[config.mk]
export PLATFORM = sky130hd
export DESIGN_NAME = vga_timing
export DESIGN_NICKNAME = d
export VERILOG_FILES = /design/src/rtl/vga_pkg.sv /design/src/rtl/vga_axis_cnt.sv /design/src/rtl/vga_timing.sv
export SDC_FILE = /design/constraint.sdc
export NUM_CORES = 1
export LEC_CHECK = 0
export ABC_AREA = 1
export CAP_MARGIN = 20
export CORE_ASPECT_RATIO = 2
export CORE_MARGIN = 5
export CORE_UTILIZATION = 45
export DETAILED_ROUTE_END_ITERATION = 10
export GPL_TIMING_DRIVEN = 0
export PLACE_DENSITY_LB_ADDON = 0.3
export SYNTH_ARGS = -nofsm -noshare
export SYNTH_HDL_FRONTEND = slang
export SYNTH_SLANG_ARGS = --single-unit
[constraint.sdc]
create_clock -name clk -period 2.1 [get_ports clk]
set_input_delay 0.525 -clock clk [delete_from_list [all_inputs] [get_ports clk]]
set_output_delay 0.525 -clock clk [all_outputs]
set_load 0.02 [all_outputs]
[src/rtl/vga_pkg.sv]
// Shared raster definitions for the parametrised VGA timing generator:
// region encoding, standard mode constant sets and the axis total helper.
package vga_pkg;

    typedef enum logic [1:0] {ACTIVE, FRONT, SYNC, BACK} region_t;

    typedef struct packed {
        int unsigned h_active;
        int unsigned h_front;
        int unsigned h_sync;
        int unsigned h_back;
        int unsigned v_active;
        int unsigned v_front;
        int unsigned v_sync;
        int unsigned v_back;
    } mode_t;

    localparam mode_t MODE_640x480_60 = '{640, 16, 96, 48, 480, 10, 2, 33};
    localparam mode_t MODE_800x600_60 = '{800, 40, 128, 88, 600, 1, 4, 23};

    function automatic int unsigned axis_total(input int unsigned active,
                                               input int unsigned front,
                                               input int unsigned sync,
                                               input int unsigned back);
        return active + front + sync + back;
    endfunction

endpackage

[src/rtl/vga_axis_cnt.sv]
// One raster axis: a wrapping position counter plus its region state,
// both advancing together on adv so region always describes cnt.
module vga_axis_cnt
    import vga_pkg::*;
#(
    parameter int unsigned ACTIVE = 800,
    parameter int unsigned FRONT  = 40,
    parameter int unsigned SYNC   = 128,
    parameter int unsigned BACK   = 88,
    parameter int          CNT_W  = 11
) (
    input  logic             clk,
    input  logic             rst_n,
    input  logic             adv,
    output logic [CNT_W-1:0] cnt,
    output region_t          region,
    output logic             wrap
);

    localparam int unsigned TOTAL = axis_total(ACTIVE, FRONT, SYNC, BACK);

    if ((SYNC == 0) || (ACTIVE == 0) ||
        ((longint'(TOTAL) - 1) >= (longint'(1) << CNT_W))) begin : g_bad_mode
        $error("vga_axis_cnt: zero ACTIVE/SYNC or CNT_W too small for the axis total");
    end

    // Boundaries are one bit wider so a total of exactly 2**CNT_W does not alias to 0.
    localparam logic [CNT_W:0]   B_FRONT = (CNT_W+1)'(ACTIVE);
    localparam logic [CNT_W:0]   B_SYNC  = (CNT_W+1)'(ACTIVE + FRONT);
    localparam logic [CNT_W:0]   B_BACK  = (CNT_W+1)'(ACTIVE + FRONT + SYNC);
    localparam logic [CNT_W-1:0] LAST    = CNT_W'(TOTAL - 1);

    logic [CNT_W-1:0] cnt_next;

    function automatic region_t region_of(input logic [CNT_W-1:0] c);
        if ({1'b0, c} < B_FRONT) return vga_pkg::ACTIVE;
        if ({1'b0, c} < B_SYNC)  return vga_pkg::FRONT;
        if ({1'b0, c} < B_BACK)  return vga_pkg::SYNC;
        return vga_pkg::BACK;
    endfunction

    assign wrap     = (cnt == LAST);
    assign cnt_next = wrap ? '0 : cnt + CNT_W'(1);

    always_ff @(posedge clk or negedge rst_n) begin
        if (!rst_n) begin
            cnt    <= '0;
            region <= vga_pkg::ACTIVE;
        end else if (adv) begin
            cnt    <= cnt_next;
            region <= region_of(cnt_next);
        end
    end

endmodule

[src/rtl/vga_timing.sv]
// Parametrised raster timing generator: H/V axis counters with registered
// sync, data-enable, active-area coordinates and line/frame start strobes.
module vga_timing
    import vga_pkg::*;
#(
    parameter int unsigned H_ACTIVE = 800,
    parameter int unsigned H_FRONT  = 40,
    parameter int unsigned H_SYNC   = 128,
    parameter int unsigned H_BACK   = 88,
    parameter int unsigned V_ACTIVE = 600,
    parameter int unsigned V_FRONT  = 1,
    parameter int unsigned V_SYNC   = 4,
    parameter int unsigned V_BACK   = 23,
    parameter bit          HS_POL   = 1'b1,
    parameter bit          VS_POL   = 1'b1,
    parameter int          CNT_W    = 11
) (
    input  logic             clk,
    input  logic             rst_n,
    input  logic             ce,
    output logic             hsync,
    output logic             vsync,
    output logic             de,
    output logic [CNT_W-1:0] xpos,
    output logic [CNT_W-1:0] ypos,
    output logic             line_start,
    output logic             frame_start
);

    logic [CNT_W-1:0] h_cnt;
    logic [CNT_W-1:0] v_cnt;
    region_t          h_region;
    region_t          v_region;
    logic             h_wrap;
    logic             v_wrap_unused;
    logic             active_now;

    vga_axis_cnt #(
        .ACTIVE(H_ACTIVE), .FRONT(H_FRONT), .SYNC(H_SYNC), .BACK(H_BACK), .CNT_W(CNT_W)
    ) u_h_axis (
        .clk(clk), .rst_n(rst_n), .adv(ce),
        .cnt(h_cnt), .region(h_region), .wrap(h_wrap)
    );

    vga_axis_cnt #(
        .ACTIVE(V_ACTIVE), .FRONT(V_FRONT), .SYNC(V_SYNC), .BACK(V_BACK), .CNT_W(CNT_W)
    ) u_v_axis (
        .clk(clk), .rst_n(rst_n), .adv(h_wrap & ce),
        .cnt(v_cnt), .region(v_region), .wrap(v_wrap_unused)
    );

    assign active_now = (h_region == ACTIVE) && (v_region == ACTIVE);

    // Outputs describe the counter position of the previous ce-period.
    always_ff @(posedge clk or negedge rst_n) begin
        if (!rst_n) begin
            hsync       <= ~HS_POL;
            vsync       <= ~VS_POL;
            de          <= 1'b0;
            xpos        <= '0;
            ypos        <= '0;
            line_start  <= 1'b0;
            frame_start <= 1'b0;
        end else if (ce) begin
            hsync       <= (h_region == SYNC) ? HS_POL : ~HS_POL;
            vsync       <= (v_region == SYNC) ? VS_POL : ~VS_POL;
            de          <= active_now;
            xpos        <= active_now ? h_cnt : '0;
            ypos        <= active_now ? v_cnt : '0;
            line_start  <= (h_cnt == '0);
            frame_start <= (h_cnt == '0) && (v_cnt == '0);
        end
    end

endmodule

After elaboration in Yosys (flattened, before gate mapping)
Index checks and enable logic that the tools add are counted.
{"block": "word_totals", "register_bits": 53, "inputBits": 3, "out_inout_bits": 27, "elab_cells": 66}
{"block": "op_classes", "addsub": 2, "magnitude_cmp": 6, "eq_ne": 4, "mux": 36, "bitwise_logic": 1, "n_reduce_logical": 6}
{"op": "less-than comparator 11 x 10 -> 1 bit (second input constant)", "n": 6}
{"op": "two-way mux 11 bit", "n": 4}
{"op": "two-way mux 2 bit", "n": 12}
{"op": "adder 11 x 1 -> 11 bit (second input constant)", "n": 2}
{"op": "logical NOT 11 bit", "n": 2}
{"op": "two-way mux 1 bit", "n": 20}
{"op": "equality test 11 x 10 -> 1 bit (second input constant)", "n": 1}
{"op": "equality test 11 bit (second input constant)", "n": 1}
{"op": "equality test 2 bit (second input constant)", "n": 2}
{"op": "logical NOT 2 bit", "n": 2}
{"op": "logical AND 1 bit", "n": 2}
{"op": "bitwise AND 1 bit", "n": 1}

Logic depth before layout (Yosys ltp)
{"block": "logic_depth", "ltp_word": 13, "depth_mapped": 13, "depth_no_buf": 12}

Hierarchy
Synthesis repeated with hierarchy kept, for this count alone.
{"block": "unflattened", "cells_unflattened": 392, "area_unflattened_um2": 3019.1}
{"mod": "vga_timing", "instances": 1, "cells_per_inst": 132, "area_each_um2": 1233.7}
{"mod": "vga_axis_cnt (u_v_axis)", "instances": 1, "cells_per_inst": 132, "area_each_um2": 900.9}
{"mod": "vga_axis_cnt (u_h_axis)", "instances": 1, "cells_per_inst": 128, "area_each_um2": 884.6}

Worst setup path after synthesis
No wires, ideal clock.
{"block": "synth_timing", "path_type": "reg-to-reg", "startpoint": "register u_h_axis.cnt[1]", "endpoint": "register u_v_axis.cnt[1]", "setup_ps": 118, "t_arrival_ps": 1475, "required_ps": 1982, "slack_ps": 507, "stages_incl_launch_ff": 10, "path_buffers": 1, "path_cell_list": "dfrtp_1 > ha_1 > nand3_1 > nor2_1 > nand3_1 > nor2_2 > inv_1 > buf_6 > nand2_1 > o21ai_2"}
{"block": "synth_between", "elab_chain_cells": 2}
{"item": "from (decl)", "line": "vga_axis_cnt.sv:15", "source": "output logic [CNT_W-1:0] cnt,"}
{"item": "from (signal assigned)", "line": "vga_axis_cnt.sv:50", "source": "cnt <= cnt_next;"}
{"item": "equality test 11 bit", "line": "vga_axis_cnt.sv:42", "source": "assign wrap = (cnt == LAST);"}
{"item": "bitwise AND 1 bit", "line": "vga_timing.sv:48", "source": ".clk(clk), .rst_n(rst_n), .adv(h_wrap & ce),"}
{"item": "to (signal assigned)", "line": "vga_axis_cnt.sv:50"}
{"item": "to (decl)", "line": "vga_axis_cnt.sv:15"}
No other way between the ends.
A chain may end at the register's enable or synchronous reset.

Worst setup path after layout
{"block": "layout_timing", "startpoint": "register u_h_axis.cnt[1]", "endpoint": "register u_h_axis.region[0]"}
{"block": "layout_between", "elab_chain_cells": 10}
{"item": "adder 11 x 1 -> 11 bit or equality test 11 bit (tied branches)", "line": "vga_axis_cnt.sv:43, vga_axis_cnt.sv:42"}
{"item": "two-way mux 11 bit (*)", "line": "vga_axis_cnt.sv:43", "source": "assign cnt_next = wrap ? '0 : cnt + CNT_W'(1);"}
{"item": "less-than comparator 11 x 10 -> 1 bit", "line": "vga_axis_cnt.sv:38", "source": "if ({1'b0, c} < B_BACK) return vga_pkg::SYNC;"}
{"item": "two-way mux 1 bit (2 in series)", "line": "vga_axis_cnt.sv:38"}
{"item": "two-way mux 1 bit", "line": "vga_axis_cnt.sv:37", "source": "if ({1'b0, c} < B_SYNC) return vga_pkg::FRONT;"}
{"item": "two-way mux 1 bit", "line": "vga_axis_cnt.sv:49", "source": "end else if (adv) begin"}
{"item": "two-way mux 2 bit", "line": "vga_axis_cnt.sv:39", "source": "return vga_pkg::BACK;"}
{"item": "two-way mux 2 bit", "line": "vga_axis_cnt.sv:38"}
{"item": "two-way mux 2 bit (*)", "line": "vga_axis_cnt.sv:37"}
{"item": "to (signal assigned)", "line": "vga_axis_cnt.sv:48", "source": "region <= vga_pkg::ACTIVE;"}
{"item": "to (signal assigned)", "line": "vga_axis_cnt.sv:51", "source": "region <= region_of(cnt_next);"}
{"item": "to (decl)", "line": "vga_axis_cnt.sv:16", "source": "output region_t region,"}
Every way passes the cells marked *; elsewhere a longest branch is shown, timed or not. The select of a mux whose other input is x is not followed.

==> flow_metrics.tcl <==
set metrics [dict create \
    post-route-min-period_ns 1.92 \
    wl_per_cell_um 15.2 \
    cts_buffer_depth 2 \
    synth_area_leaders "dfrtp_1, nand2_1, o21ai_0" \
    cp_common_cell "nand2_1" \
    design.die.area_mm2 0.00797 \
    diodes 0 \
    yosysMostFrequentCell "nand2_1" \
    gp_congestion 0.948 \
    io_pins 30 \
    setup_slack_ns 0.180 \
    worstSetupPathType "flip-flop to flip-flop" \
    cts_root_buf "clkbuf_16" \
    cellPowerDensity_mw_per_mm2 771 \
    final_hold_viol_count 0 \
    drive_gt1_share_pct 6.42 \
    critPathSlowestCell "dfrtp_1" \
    rows 40 \
    grt_max_degree 28 \
    yosys_warnings 0 \
    maxCapViolCount 0 \
    max_stage_delay_ns 0.40 \
    async_flop_share_pct 100 \
    synth_edf_count 0 \
    hold_buffers 0 \
    synth-seq-area-share_pct 47.6 \
    endpoint_kind "flip-flop" \
    cts_made_buffers 5 \
    required_ns 2.29 \
    finalNetCount 412 \
    yosys_register_bits 53 \
    fin_util_pct 55.1 \
    dp.cells 461 \
    fin_total_pwr_mw 2.55 \
    ant_nets 0 \
    clk_pin_slew_ns 0.07 \
    skew_ns 0.00596 \
    postLayoutCellArea_mm2 0.00331 \
    grt_pass1_vias 2597 \
    fillers 574 \
    drt_wl_total_um 7110 \
    areaGrowthSynthToFinish_pct 18.7 \
    instances_no_fill 468 \
    htree_levels 2 \
    grt_use_total_pct 20.1 \
    finalCritPeriodShare_pct 91.4 \
    maxSlewHeadroom_pct 56.9 \
    synth_top_cell_area_share_pct 47.6 \
    synth_common_cells "nand2_1, dfrtp_1, inv_1, o21ai_0, nand3_1" \
    vias 2497 \
    syn-num-nets 376 \
    placed_cell_area_mm2 0.00316 \
    die_w_um 65.7 \
    via_per_inst 5.34 \
    firstDrtPassIters 5 \
    cts_tree "yes" \
    whs_ns 0.248 \
    drtIter0Drc 112 \
    synth_ff_type "dfrtp_1" \
    postCtsSetupBuffers 0 \
    cts_sinks 53 \
    grt-ovfl-total 0 \
    insertion_delay_ns 0.30 \
    rsz0062_at_grt "false" \
    pre_cts_slack_ns 0.160 \
    start_util_pct 46.4 \
    core_mm2 0.00601 \
    outcome "completed" \
    drc 0 \
    cp.arrival_ns 2.11 \
    synthDistinctLibCells 29 \
    fmax_mhz 521 \
    portBuffers 28 \
    cts_resized 0 \
    hold_path_class "input pin to async pin" \
    netlist_area_mm2 0.00279 \
    critPathMaxFanout 5 \
    p_leak_nw 1.61 \
    fp.dieH_um 121 \
    netlist_instances 369 \
    setup_viol 0 \
    avgSynthCellArea_um2 7.56 \
    crit_path_start_kind "flip-flop" \
    setup_tns_ns 0 \
    synth_top_area_cell "dfrtp_1" \
    worstPathCellList "ha_1 > nand3_1 > inv_1 > nand3_1 > nand2_2 > nand2_1 > nand3_1 > nand2_1 > nand2_1 > nand3_1 > nand2_1 > nand2_1" \
    antenna_found_initial 0 \
    maxSlewViolCount 0 \
    dp_hpwl_um 5560 \
    grt_pass1_wl_um 12100 \
    tightest_slew_ns 0.647 \
    ir_drop_mv 0.513 \
]
[critical path: cells and delay by family, from the launching register on]
family / cells / cell delay, ns
adders and majority gates: 1 / 0.26
buffers and inverters: 1 / 0.11
DFF: 1 / 0.40
and+or+nand+nor: 10 / 1.04
[power breakdown]
group / internal (mW) / switching (mW) / total (mW)
registers: 1.11 / 0.110 / 1.22
logic: 0.168 / 0.342 / 0.509
clock network: 0.469 / 0.356 / 0.825
[state kept, by name, summed over array words and instances, names as in the netlist]
name and flops:
u_h_axis.cnt 11, u_v_axis.cnt 11, xpos 11, ypos 11, u_h_axis.region 2, u_v_axis.region 2
de 1, frame_start 1, hsync 1, line_start 1, vsync 1
[final cells by class]
class                      count  area, um2  area share, %
buffer                        12       65.1           1.97
clock buffer                   7        143           4.31
inverter                      40        150           4.54
multi-input combinational    264       1250           37.8
sequential                    53       1330           40.1
tap                           63       78.8           2.38
timing repair buffer          29        295           8.92
[metal layers]
layer | part of all wire [%] | routed length (um) | GRT usage, %
met5 | 0 | 0 | 0
met4 | 6.2 | 439 | 13.1
met3 | 3.0 | 213 | 3.34
met2 | 56 | 4020 | 38.3
met1 | 34 | 2440 | 18.5
[cells in the final DEF (no fill, tap or decap)]
| cell type | instances |
|---|---|
| a21boi_1 | 2 |
| a21o_1 | 1 |
| a21oi_1 | 1 |
| a22o_1 | 1 |
| and2_1 | 1 |
| buf_12 | 1 |
| buf_2 | 2 |
| buf_4 | 1 |
| buf_6 | 2 |
| clkbuf_1 | 9 |
| clkbuf_16 | 5 |
| clkbuf_8 | 1 |
| clkdlybuf4s50_1 | 27 |
| dfrtp_1 | 53 |
| ha_1 | 4 |
| inv_1 | 40 |
| nand2_1 | 121 |
| nand2_2 | 2 |
| nand3_1 | 31 |
| nand3b_1 | 1 |
| nand4_1 | 6 |
| nor2_1 | 25 |
| nor2_2 | 6 |
| nor2_4 | 1 |
| nor3_1 | 8 |
| nor3b_1 | 1 |
| nor4_1 | 1 |
| o211ai_1 | 1 |
| o21a_1 | 1 |
| o21ai_0 | 39 |
| o21ai_2 | 5 |
| o31ai_1 | 1 |
| xor2_1 | 4 |
[final timing paths]
kind,from,endpoint,slack [ns],depth (start not counted)
worst max-delay path,u_h_axis.cnt[1],u_h_axis.region[0],0.18,12
worst min-delay path,rst_n,xpos[4],0.25,1
worst max register to register,u_h_axis.cnt[1],u_h_axis.region[0],0.18,12
worst min register to register,u_v_axis.region[0],vsync,0.47,1
max in group asynchronous,rst_n,ypos[0],1.27,2
min in group clk,u_v_axis.region[0],vsync,0.47,1
[cells by family after synthesis]
family	share of synthesized area, %
AO/OA/AOI/OAI	10.7
XOR/XNOR	1.26
adder cells (fa/ha/maj)	1.79
buffers and inverters	7.72
flip-flops	47.6
AND/OR/NAND/NOR	31.0
(Power assumes the default switching activity.)
==> edit, RTL diff (same flow settings) <==
`CNT_W` is set to 11 in 2 places; all go to 22.
--- a/src/rtl/vga_axis_cnt.sv
+++ b/src/rtl/vga_axis_cnt.sv
@@ -8,5 +8,5 @@
     parameter int unsigned SYNC   = 128,
     parameter int unsigned BACK   = 88,
-    parameter int          CNT_W  = 11
+    parameter int          CNT_W  = 22
 ) (
     input  logic             clk,
--- a/src/rtl/vga_timing.sv
+++ b/src/rtl/vga_timing.sv
@@ -14,5 +14,5 @@
     parameter bit          HS_POL   = 1'b1,
     parameter bit          VS_POL   = 1'b1,
-    parameter int          CNT_W    = 11
+    parameter int          CNT_W    = 22
 ) (
     input  logic             clk,
Interface: changed (resized xpos and ypos); port bits go from 30 to 52. The function was not compared with the original's and may differ.
==> edit against the original RTL <==
  * Combinational power is 130% higher
  * Critical endpoint unchanged
  * Power is 110% higher
  * Synthesized area rose by 90%
  * Sequential cell count is 44 higher
  * Critical path depth unchanged
  * Setup slack lost 0.099 ns
  * Wire length grew 130%
  * Critical path type unchanged
  * Design area rose by 99%
  * Global-route usage grew 3.7 points
  * Highest routed layer unchanged
==> edit: results (changes against the original RTL) <==
Place
  • Place WS: -0.363 ns (-0.523 ns)
  • Final GP Congestion: 0.965 (+1.9%)
  • Final HPWL DP: 12,500 um (+120%)
  • # placed instances: 929 (+100%)
  • Port-buffer cells: 51 (+82%)

Global routing
  • Initial antenna violation count: 0 (unchanged)
  • GRT Overall Usage: 23.8% (+3.7 points)
  • Number of global-route vias before repair: 5,278 (+100%)
  • First-pass GRT wire length: 25,900 um (+110%)
  • Largest net degree at the start of global routing: 71 (+150%)

Critical path
  • Critical path's slowest cell: dfrtp_1
  • Max Fanout on Critical Path: 4 (-1)
  • Worst Reg-to-Reg Cells: 12 (unchanged)
  • RR Startpoint: u_h_axis.cnt[1]
  • Data arrival time of the worst path: 2.25 ns (+0.14 ns)
  • Crit-path max cell delay: 0.37 ns (-0.03 ns)
  • FF-to-FF setup slack: 0.08 ns (-0.10 ns)
  • RR Endpoint: u_h_axis.region[0]

Route
  • Routed Wire Length: 16,300 um (+130%)
  • Routed WL per cell: 17.1 um (+12%)
  • Pre-antenna DRT Iters: 5 (unchanged)
  • Via count: 5,150 (+110%)
  • Initial DRC Count: 314 (+180%)

Cells and area
  • Layout cells sized above 1: 12.5% (+6.1 points)
  • Nets: 812 (+97%)
  • ANT cells: 0 (unchanged)
  • Layout fillers: 1,093 (+90%)

Synthesis
  • Syn avg cell area: 7.25 sq um (-4.0%)
  • Synth cell count leaders: 251 x nand2_1, 97 x dfrtp_1, 75 x o21ai_0
  • Register area share after synthesis: 45.7% (-1.8 points)
  • Post-synth top flop: dfrtp_1
  • Synth area leaders: dfrtp_1 46%, nand2_1 18%, o21ai_0 7.1%
  • Syn nets: 739 (+97%)
  • Yosys cell types: 28 (-3.4%)
  • Asr flop ratio synth: 100% (unchanged)
  • Synth warn: 0 (unchanged)

STA
  • Post-route setup TNS: 0 ns (unchanged)
  • Worst-case clock skew: 0.00851 ns (+0.00255 ns)
  • Rel. slew slack: 64.6% (+7.7 points)
  • Hold slack: 0.101 ns (-0.148 ns)

Clock network
  • Clock root buffer master: clkbuf_16
  • H-tree depth: 3 (+1)
  • Clock Pin Slew Worst Setup and Hold Paths: 0.07 ns (about the same)
  • Clock Tree Buf Depth: 2 (unchanged)
  • Clk Latency, worst-skew pair: 0.34 ns (+0.04 ns)
  • Number of buffers created by CTS: 9 (+4)

Pwr
  • VDD IR-drop max: 0.000491 V (-4.3%)
  • Leakage: 0.00301 uW (+87%)

Hold path
  • Min-Delay Path Class: primary input to async pin

Run status
  • Outcome: finished clean
-- edit: cell count changes in the layout (fill, tap and decap cells not counted), sizes merged, moves of 12 or more --
cell / unedited run / this run
nand3: 31 / 58
nand4: 6 / 18
clkbuf: 15 / 28
nand2: 123 / 260
o21ai: 44 / 97
clkdlybuf4s50: 27 / 50
buf: 6 / 18
inv: 40 / 64
dfrtp: 53 / 97
nor2: 32 / 87
-- edit: area by class of cell --
cell class	count	area (sq um)	area share [%]
well taps	145	181	2.76
multi-input cells	544	2660	40.4
clock buffers	11	243	3.69
flip-flops and latches	97	2440	37.0
clock inverters	4	77.6	1.18
inverters	68	255	3.88
repair buffers	62	623	9.47
plain buffers	23	104	1.58
-- edit: worst max path at each step --
stage	start	cells past startpoint	to	slack [ns]
4_1_cts	u_h_axis.cnt[0]	12	u_h_axis.region[0]	0.0005
3_5_place_dp	ce	6	ypos[7]	-0.36
5_1_grt	u_h_axis.cnt[1]	14	u_h_axis.region[0]	-0.07
2_1_floorplan	u_h_axis.cnt[0]	14	u_h_axis.region[0]	0.37
3_3_place_gp	rst_n	1	ypos[6]	-3.17
6_report	u_h_axis.cnt[1]	12	u_h_axis.region[0]	0.08
-- edit: cells by family after synthesis --
logic type      Yosys count  share of synthesized area, %
simple gates            431                          35.6
buf+inv                  91                          6.62
flops                    97                          45.7
xor+xnor                  8                          1.32
fa+ha+maj                 4                         0.943
compound gates          101                          9.80
-- edit: stage by stage --
step | util, % | cell area (sq um) | total power [uW]
floorplan | - | 5310 | 2960
global placement | 51.6 | 6000 | 3380
detailed placement | 51.8 | 6030 | 3400
CTS | 55.0 | 6400 | 5230
global route | 56.6 | 6580 | 5520
finish | 56.6 | 6580 | 5270
-- edit: critical path: cells and delay by family, from the launching register on --
family | cells | cell delay (ns)
XOR/XNOR | 1 | 0.16
adder cells (fa/ha/maj) | 1 | 0.22
buffers and inverters | 2 | 0.21
flip-flops | 1 | 0.37
AND/OR/NAND/NOR | 8 | 0.94
-- edit: timing repair --
action                                  in CTS  in global routing
buffers inserted                             1                  9
gates cloned                                 0                  0
endpoints found under the setup margin      22                 68
pin swaps                                    2                  8
gates resized for setup                      7                 40
endpoints found under the hold margin        0                  0
-- edit: routing by layer --
metal	wire length (um)	part of all wire, %	track usage [%]	up-vias
met4	1220	7.5	17.4	0
met1	5250	32	21.2	2435
li1	-	-	-	2487
met5	0	0	0	-
met3	559	3.4	3.63	73
met2	9250	57	45.7	155
-- edit: where the power goes --
group | total, uW | switching [uW] | internal, uW
Sequential | 2290 | 229 | 2060
Combinational | 1170 | 765 | 409
Clock | 1800 | 724 | 1080
